### src/rtl/regfile_sb_pkg.sv
// Shared constants and types for the integer register file and its scoreboard.
// Decode and writeback stages import this so that they agree on widths.
package regfile_sb_pkg;

    localparam int DEF_XLEN = 32;
    localparam int DEF_NREG = 32;
    localparam int DEF_NRD  = 2;
    localparam int DEF_NWR  = 2;
    localparam int DEF_AW   = $clog2(DEF_NREG);

    typedef logic [DEF_AW-1:0]   reg_addr_t;
    typedef logic [DEF_XLEN-1:0] reg_data_t;

endpackage

### src/rtl/regfile_sb_popcnt.sv
// Population counter over a pending-bit vector.
module regfile_sb_popcnt #(
    parameter int N = 32,
    parameter int W = 6
) (
    input  logic [N-1:0] vec,
    output logic [W-1:0] cnt
);

    // Sum of all set bits.
    always_comb begin
        cnt = '0;
        for (int i = 0; i < N; i++) begin
            cnt = cnt + W'(vec[i]);
        end
    end

endmodule

### src/rtl/regfile_sb.sv
// Multi-port integer register file with same-cycle write bypass and a
// per-register pending scoreboard for RAW hazard detection at decode.
// Register 0 reads as zero and can never be marked pending.
module regfile_sb
    import regfile_sb_pkg::*;
#(
    parameter int XLEN = DEF_XLEN,
    parameter int NREG = DEF_NREG,
    parameter int NRD  = DEF_NRD,
    parameter int NWR  = DEF_NWR
) (
    input  logic                       clk,
    input  logic                       rst,
    input  logic [NWR-1:0]             we,
    input  logic [NWR*$clog2(NREG)-1:0] waddr,
    input  logic [NWR*XLEN-1:0]        wdata,
    input  logic [NRD-1:0]             re,
    input  logic [NRD*$clog2(NREG)-1:0] raddr,
    output logic [NRD*XLEN-1:0]        rdata,
    output logic [NRD-1:0]             rbusy,
    input  logic                       set_en,
    input  logic [$clog2(NREG)-1:0]    set_addr,
    input  logic                       flush,
    output logic [NREG-1:0]            busy_vec,
    output logic [$clog2(NREG):0]      pend_cnt
);

    localparam int AW = $clog2(NREG);

    logic [XLEN-1:0] regs_q [NREG];
    logic [XLEN-1:0] regs_d [NREG];
    logic [NREG-1:0] busy_q;
    logic [NREG-1:0] busy_d;
    logic [AW:0]     pend_cnt_q;
    logic [AW:0]     pend_cnt_d;

    // Register writes; ascending port order lets the youngest producer win.
    always_comb begin
        regs_d = regs_q;
        for (int i = 0; i < NWR; i++) begin
            if (we[i] && (waddr[i*AW +: AW] != '0)) begin
                regs_d[waddr[i*AW +: AW]] = wdata[i*XLEN +: XLEN];
            end
        end
        regs_d[0] = '0;
    end

    // Scoreboard next state: flush beats everything, issue beats writeback.
    always_comb begin
        busy_d = busy_q;
        if (flush) begin
            busy_d = '0;
        end else begin
            for (int i = 0; i < NWR; i++) begin
                if (we[i]) begin
                    busy_d[waddr[i*AW +: AW]] = 1'b0;
                end
            end
            if (set_en) begin
                busy_d[set_addr] = 1'b1;
            end
        end
        busy_d[0] = 1'b0;
    end

    // Count is taken on the next-state vector so the registered value tracks busy_q.
    regfile_sb_popcnt #(
        .N (NREG),
        .W (AW + 1)
    ) u_popcnt (
        .vec (busy_d),
        .cnt (pend_cnt_d)
    );

    // State registers; reset discards any write, issue or flush in that cycle.
    always_ff @(posedge clk) begin
        if (rst) begin
            for (int k = 0; k < NREG; k++) begin
                regs_q[k] <= '0;
            end
            busy_q     <= '0;
            pend_cnt_q <= '0;
        end else begin
            regs_q     <= regs_d;
            busy_q     <= busy_d;
            pend_cnt_q <= pend_cnt_d;
        end
    end

    // Combinational read ports with write bypass; a bypass hit also clears the hazard.
    always_comb begin
        logic            hit;
        logic [XLEN-1:0] val;
        logic [AW-1:0]   ra;
        rdata = '0;
        rbusy = '0;
        for (int j = 0; j < NRD; j++) begin
            ra  = raddr[j*AW +: AW];
            hit = 1'b0;
            val = regs_q[ra];
            for (int i = 0; i < NWR; i++) begin
                if (we[i] && (waddr[i*AW +: AW] == ra)) begin
                    hit = 1'b1;
                    val = wdata[i*XLEN +: XLEN];
                end
            end
            if (!rst && re[j] && (ra != '0)) begin
                rdata[j*XLEN +: XLEN] = val;
                rbusy[j]              = busy_q[ra] && !hit;
            end
        end
    end

    assign busy_vec = busy_q;
    assign pend_cnt = pend_cnt_q;

endmodule

### config.mk
export PLATFORM = sky130hd
export DESIGN_NAME = regfile_sb
export DESIGN_NICKNAME = d
export VERILOG_FILES = /design/src/rtl/regfile_sb_pkg.sv /design/src/rtl/regfile_sb_popcnt.sv /design/src/rtl/regfile_sb.sv
export SDC_FILE = /design/constraint.sdc
export NUM_CORES = 2
export LEC_CHECK = 0
export BUFFER_PORTS_ARGS = -buffer_cell sky130_fd_sc_hd__buf_2
export CORE_AREA = 3 3 348 384
export DETAILED_ROUTE_END_ITERATION = 8
export DIE_AREA = 0 0 351 387
export HOLD_SLACK_MARGIN = 0.12
export PLACE_DENSITY = 0.76
export SLEW_MARGIN = 20
export SYNTH_ARGS = -nofsm -noshare
export SYNTH_HDL_FRONTEND = slang
export SYNTH_HIERARCHICAL = 1
export SYNTH_SLANG_ARGS = --single-unit
### constraint.sdc
create_clock -name clk -period 7.05 [get_ports clk]
set_clock_uncertainty 0.05 [all_clocks]
set_input_delay 0.3525 -clock clk [delete_from_list [all_inputs] [get_ports clk]]
set_output_delay 0.3525 -clock clk [all_outputs]
set_load 0.01 [all_outputs]
==> impl_results.html <==
<table>
<tr><th>Metric</th><th>Value</th></tr>
<tr><th colspan="2">CTS</th></tr>
<tr><td>Number of H-tree levels</td><td>3</td></tr>
<tr><td>Clock buffer count from CTS</td><td>108</td></tr>
<tr><td>CTS resizes</td><td>0</td></tr>
<tr><td>TritonCTS clock tree</td><td>built</td></tr>
<tr><td>Total clock sinks</td><td>~1,000</td></tr>
<tr><td>Maximum count of clock buffers along a single path</td><td>3</td></tr>
<tr><td>Cell at the root of the clock tree</td><td>sky130_fd_sc_hd__clkbuf_16</td></tr>
<tr><td>Clock latency on the worst-skew pair</td><td>750 ps</td></tr>
<tr><td>Worst-path clk slew</td><td>~60 ps</td></tr>
<tr><th colspan="2">STA</th></tr>
<tr><td>Worst hold slack across all endpoints</td><td>between 100 and 150 ps</td></tr>
<tr><td>Count of final hold-check violations</td><td>0</td></tr>
<tr><td>Worst-case headroom to the max-slew limit</td><td>approximately 18%</td></tr>
<tr><td>Final period util</td><td>82.05%</td></tr>
<tr><td>Worst slew pin tran</td><td>1234 ps</td></tr>
<tr><td>Final critical delay including setup and external delays</td><td>5784 ps</td></tr>
<tr><td>Max-slew violations</td><td>0</td></tr>
<tr><td>RSZ-0062 raised after global routing</td><td>false</td></tr>
<tr><td>Fin Setup TNS</td><td>0 ps</td></tr>
<tr><td>Post-route worst setup slack</td><td>1266 ps</td></tr>
<tr><td>Maximum clock frequency</td><td>about 170 MHz</td></tr>
<tr><td>Final setup violation count</td><td>0</td></tr>
<tr><th colspan="2">Floorplan</th></tr>
<tr><td>Site Rows</td><td>around 140</td></tr>
<tr><td>Die boundary height</td><td>approximately 390 um</td></tr>
<tr><td>Die X-Extent</td><td>351 um</td></tr>
<tr><td>I/O Pins</td><td>approximately 200</td></tr>
<tr><td>Initial Utilization</td><td>49.76%</td></tr>
<tr><td>Core area</td><td>approximately 0.13 mm2</td></tr>
<tr><td>Die area</td><td>around 0.14 mm2</td></tr>
<tr><th colspan="2">Routing</th></tr>
<tr><td>Initial DRC count</td><td>11,240</td></tr>
<tr><td>Count of nets left with antenna violations after detail routing</td><td>0</td></tr>
<tr><td>Average wire per standard cell</td><td>approximately 33 um</td></tr>
<tr><td>DR vias/cell</td><td>7.486</td></tr>
<tr><td>Vias</td><td>roughly 61,000</td></tr>
<tr><td>DRT Wirelength</td><td>269.8 mm</td></tr>
<tr><td>Total DRC errors in the routed layout</td><td>0</td></tr>
<tr><td>Router iterations before antenna repair</td><td>9</td></tr>
<tr><th colspan="2">Power</th></tr>
<tr><td>Power per cell area</td><td>slightly above 200 mW/mm2</td></tr>
<tr><td>Leakage power</td><td>roughly 27 nW</td></tr>
<tr><td>Maximum vdd ir drop</td><td>between 150 and 200 uV</td></tr>
<tr><th colspan="2">Global route</th></tr>
<tr><td>Vias in the first global route</td><td>approximately 58,000</td></tr>
<tr><td>Largest net degree at the start of global routing</td><td>roughly 210</td></tr>
<tr><td>Number of antenna violations at the first check in global routing</td><td>40</td></tr>
<tr><td>Global route overflow</td><td>0</td></tr>
<tr><td>GRT Total Usage</td><td>approximately two fifths</td></tr>
<tr><td>Global-route wire length before repair</td><td>388.8 mm</td></tr>
<tr><th colspan="2">Setup path</th></tr>
<tr><td>Largest stage delay on the critical path</td><td>roughly 540 ps</td></tr>
<tr><td>Data arrival time of the critical path</td><td>~6400 ps</td></tr>
<tr><td>Count of buffering cells on the critical path with inverters included</td><td>6</td></tr>
<tr><td>Category of the critical setup timing path</td><td>primary input to register</td></tr>
<tr><td>Crit-path slowest cell</td><td>sky130_fd_sc_hd__nor2b_2</td></tr>
<tr><td>Critical Path Most Common Cell</td><td>sky130_fd_sc_hd__fa_1</td></tr>
<tr><td>Critical Path End Type</td><td>register</td></tr>
<tr><td>CP cell instances</td><td>buf_2 -&gt; nor2b_1 -&gt; nor2b_2 -&gt; nand2_2 -&gt; a32oi_1 -&gt; nor2_1 -&gt; inv_1 -&gt; fa_1 -&gt; inv_1 -&gt; fa_1 -&gt; fa_1 -&gt; fa_1 -&gt; fa_1 -&gt; inv_1 -&gt; fa_1 -&gt; inv_1 -&gt; ha_1 -&gt; inv_1 -&gt; fa_1 -&gt; nand2b_1 -&gt; a21oi_2 -&gt; xor2_1 -&gt; nor2b_1</td></tr>
<tr><td>Worst Path Max Fanout</td><td>12</td></tr>
<tr><td>Crit path launch type</td><td>primary input</td></tr>
<tr><td>Required time of the critical path</td><td>around 7700 ps</td></tr>
<tr><td>Crit-path leading delay family</td><td>adder cells</td></tr>
<tr><th colspan="2">Synth</th></tr>
<tr><td>Cell count after synthesis</td><td>6,846</td></tr>
<tr><td>Share of the synthesized area in the top cell type</td><td>31.78%</td></tr>
<tr><td>#FFs+latches synth</td><td>between 1,000 and 1,500</td></tr>
<tr><td>Synthesized area per cell</td><td>~9.5 um2</td></tr>
<tr><td>Number of distinct library cell variants in the gate-level netlist after synthesis</td><td>65</td></tr>
<tr><td>Post-synth design cell area</td><td>between 0.06 and 0.07 mm2</td></tr>
<tr><td>Count of yosys warnings during synthesis</td><td>6</td></tr>
<tr><td>EDFF count, synth</td><td>0</td></tr>
<tr><td>Sequential area share after synthesis</td><td>between 30% and 40%</td></tr>
<tr><td>Async set-or-reset flop fraction in the synthesized netlist</td><td>0%</td></tr>
<tr><td>Most instantiated flip-flop cell in the synthesis netlist</td><td>sky130_fd_sc_hd__dfxtp_1</td></tr>
<tr><td>Top cells by area in the synthesized netlist</td><td>sky130_fd_sc_hd__dfxtp_1 32%, sky130_fd_sc_hd__mux2i_1 18%, sky130_fd_sc_hd__mux4_2 11%, sky130_fd_sc_hd__a211oi_1 11%, sky130_fd_sc_hd__nor2_1 6.2%</td></tr>
<tr><td>Dominant cell type by area after synthesis</td><td>sky130_fd_sc_hd__dfxtp_1</td></tr>
<tr><th colspan="2">Layout</th></tr>
<tr><td>Number of nets in the finished design</td><td>6,467</td></tr>
<tr><td>Multi-input gate area</td><td>0.04019 mm2</td></tr>
<tr><td>Storage cell area</td><td>roughly 0.021 mm2</td></tr>
<tr><td>Area added between synthesis and finish</td><td>7.015%</td></tr>
<tr><td>Finished Layout Cells</td><td>8,142</td></tr>
<tr><td>Share of post-route cells with drive strength above 1</td><td>16.75%</td></tr>
<tr><td>Fillers</td><td>between 10,000 and 15,000</td></tr>
<tr><td>Final Cell Area</td><td>slightly below 0.07 mm2</td></tr>
<tr><th colspan="2">Place</th></tr>
<tr><td>Cell count after placement</td><td>7,912</td></tr>
<tr><td>Placed cell area</td><td>between 0.06 and 0.07 mm2</td></tr>
<tr><td>PortBufs</td><td>~200</td></tr>
<tr><td>GP Congestion</td><td>0.9468</td></tr>
<tr><td>DPL Wire Length</td><td>roughly 150 mm</td></tr>
<tr><td>Worst slack at placement</td><td>601.1 ps</td></tr>
<tr><th colspan="2">Worst hold path</th></tr>
<tr><td>Kind of path behind the tightest hold check</td><td>primary input to register</td></tr>
<tr><th colspan="2">Run status</th></tr>
<tr><td>Status</td><td>finished, final reports clean</td></tr>
<tr><th colspan="2">Flow run</th></tr>
<tr><td>Max-cap check violation count</td><td>0</td></tr>
</table>
-- path summary, 6_finish.rpt --
check                from     endpoint  slack (ps)  depth (start not counted)
max reg2reg  busy_vec[13]  pend_cnt[4]        1750                         19
min reg2reg   regs_q[671]  regs_q[671]         450                          2
max              waddr[3]  pend_cnt[4]        1270                         23
min             wdata[37]   regs_q[37]         150                          3
-- per-layer routing --
metal	track usage [%]	vias to the layer above	share of wire, %	wire length, um
met1	46.82	29150	35	94330
met2	53.79	5360	41	110900
met3	15.08	1644	15	41140
li1	-	24760	-	-
met4	27.00	28	8.6	23190
met5	0.4296	-	0.093	250
-- synthesized netlist by cell type (39+ instances only) --
cell / instances
sky130_fd_sc_hd__mux2i_1: 1167
sky130_fd_sc_hd__nor2_1: 1068
sky130_fd_sc_hd__dfxtp_1: 1029
sky130_fd_sc_hd__a211oi_1: 973
sky130_fd_sc_hd__clkbuf_1: 637
sky130_fd_sc_hd__mux4_2: 326
sky130_fd_sc_hd__o22ai_1: 159
sky130_fd_sc_hd__mux2_2: 125
sky130_fd_sc_hd__buf_2: 120
sky130_fd_sc_hd__nand2_1: 120
sky130_fd_sc_hd__buf_4: 103
sky130_fd_sc_hd__nor3_1: 89
sky130_fd_sc_hd__buf_1: 86
sky130_fd_sc_hd__a221oi_1: 61
sky130_fd_sc_hd__inv_1: 61
sky130_fd_sc_hd__nand3_1: 57
sky130_fd_sc_hd__a32oi_1: 56
sky130_fd_sc_hd__nor2b_1: 55
sky130_fd_sc_hd__o31ai_1: 54
sky130_fd_sc_hd__a2bb2oi_1: 48
sky130_fd_sc_hd__a21oi_1: 44
sky130_fd_sc_hd__a311oi_1: 39
-- metrics by stage --
| step | utilization (%) | power (W) |
|---|---|---|
| finish | 53.25 | 0.01402 |
| global route | 53.22 | 0.01425 |
| CTS | 53.19 | 0.01390 |
| detailed placement | 50.18 | 0.007762 |
| global placement | 50.16 | 0.007737 |
| floorplan | - | 0.007233 |
-- cells by family after synthesis --
logic type | count (synthesis) | synth area share [%]
buf+inv | 1030 | 7.013
mux | 1621 | 31.64
simple gates | 1508 | 9.813
flops | 1029 | 31.78
fa+ha+maj | 31 | 0.8763
xor+xnor | 23 | 0.3108
other cells | 1 | 0.005785
compound gates | 1603 | 18.56
-- power by group --
group | leakage (nW) | switching (W) | internal (W) | total [W]
combinational | 17.1 | 0.00119 | 0.000537 | 0.00173
clock | 1.89 | 0.00265 | 0.00362 | 0.00628
sequential | 8.32 | 0.0000886 | 0.00593 | 0.00602
total | 27.3 | 0.00393 | 0.0101 | 0.0140
-- cell type report --
type                    instances  share of cell area, %
diodes                         21                0.07576
clock buffers                 158                  4.659
clock inverters                42                 0.8820
inverters                      61                 0.3301
multi-input cells            4788                  57.94
flip-flops and latches       1029                  29.70
well taps                    1692                  3.052
repair buffers                351                  3.362
-- cell usage in the layout (no fill, tap or decap), drive strengths merged, types with 13 or more instances in the layout --
cell type	count
mux2i	1167
nor2	1071
dfxtp	1029
a211oi	973
buf	343
mux4	329
o22ai	159
clkbuf	158
mux2	125
nand2	122
nor3	89
inv	64
a221oi	61
nand3	57
a32oi	56
nor2b	55
o31ai	54
a2bb2oi	48
a21oi	46
a311oi	39
or3	35
a31oi	33
o32ai	32
o22a	30
fa	24
clkinv	23
diode	21
o221ai	20
o21ai	14
or2	13
-- timing repair --
action | in CTS | in global routing
endpoints found under the hold margin | 89 | 0
setup buffers | 0 | 0
hold buffers | 8 | 0
-- state kept, by name, indices dropped and copies added (netlist names) --
signal,count
regs_q,992
busy_vec,31
pend_cnt,6
-- worst register-to-register path, delay by kind of cell, from the launching register on --
| family | cells | cell delay (ps) |
|---|---|---|
| fa+ha+maj | 8 | 3480 |
| simple gates | 3 | 470 |
| flops | 1 | 390 |
| compound gates | 2 | 340 |
| buf+inv | 5 | 330 |
| xor+xnor | 1 | 170 |
No activity file was read; power rests on OpenSTA's default activity.
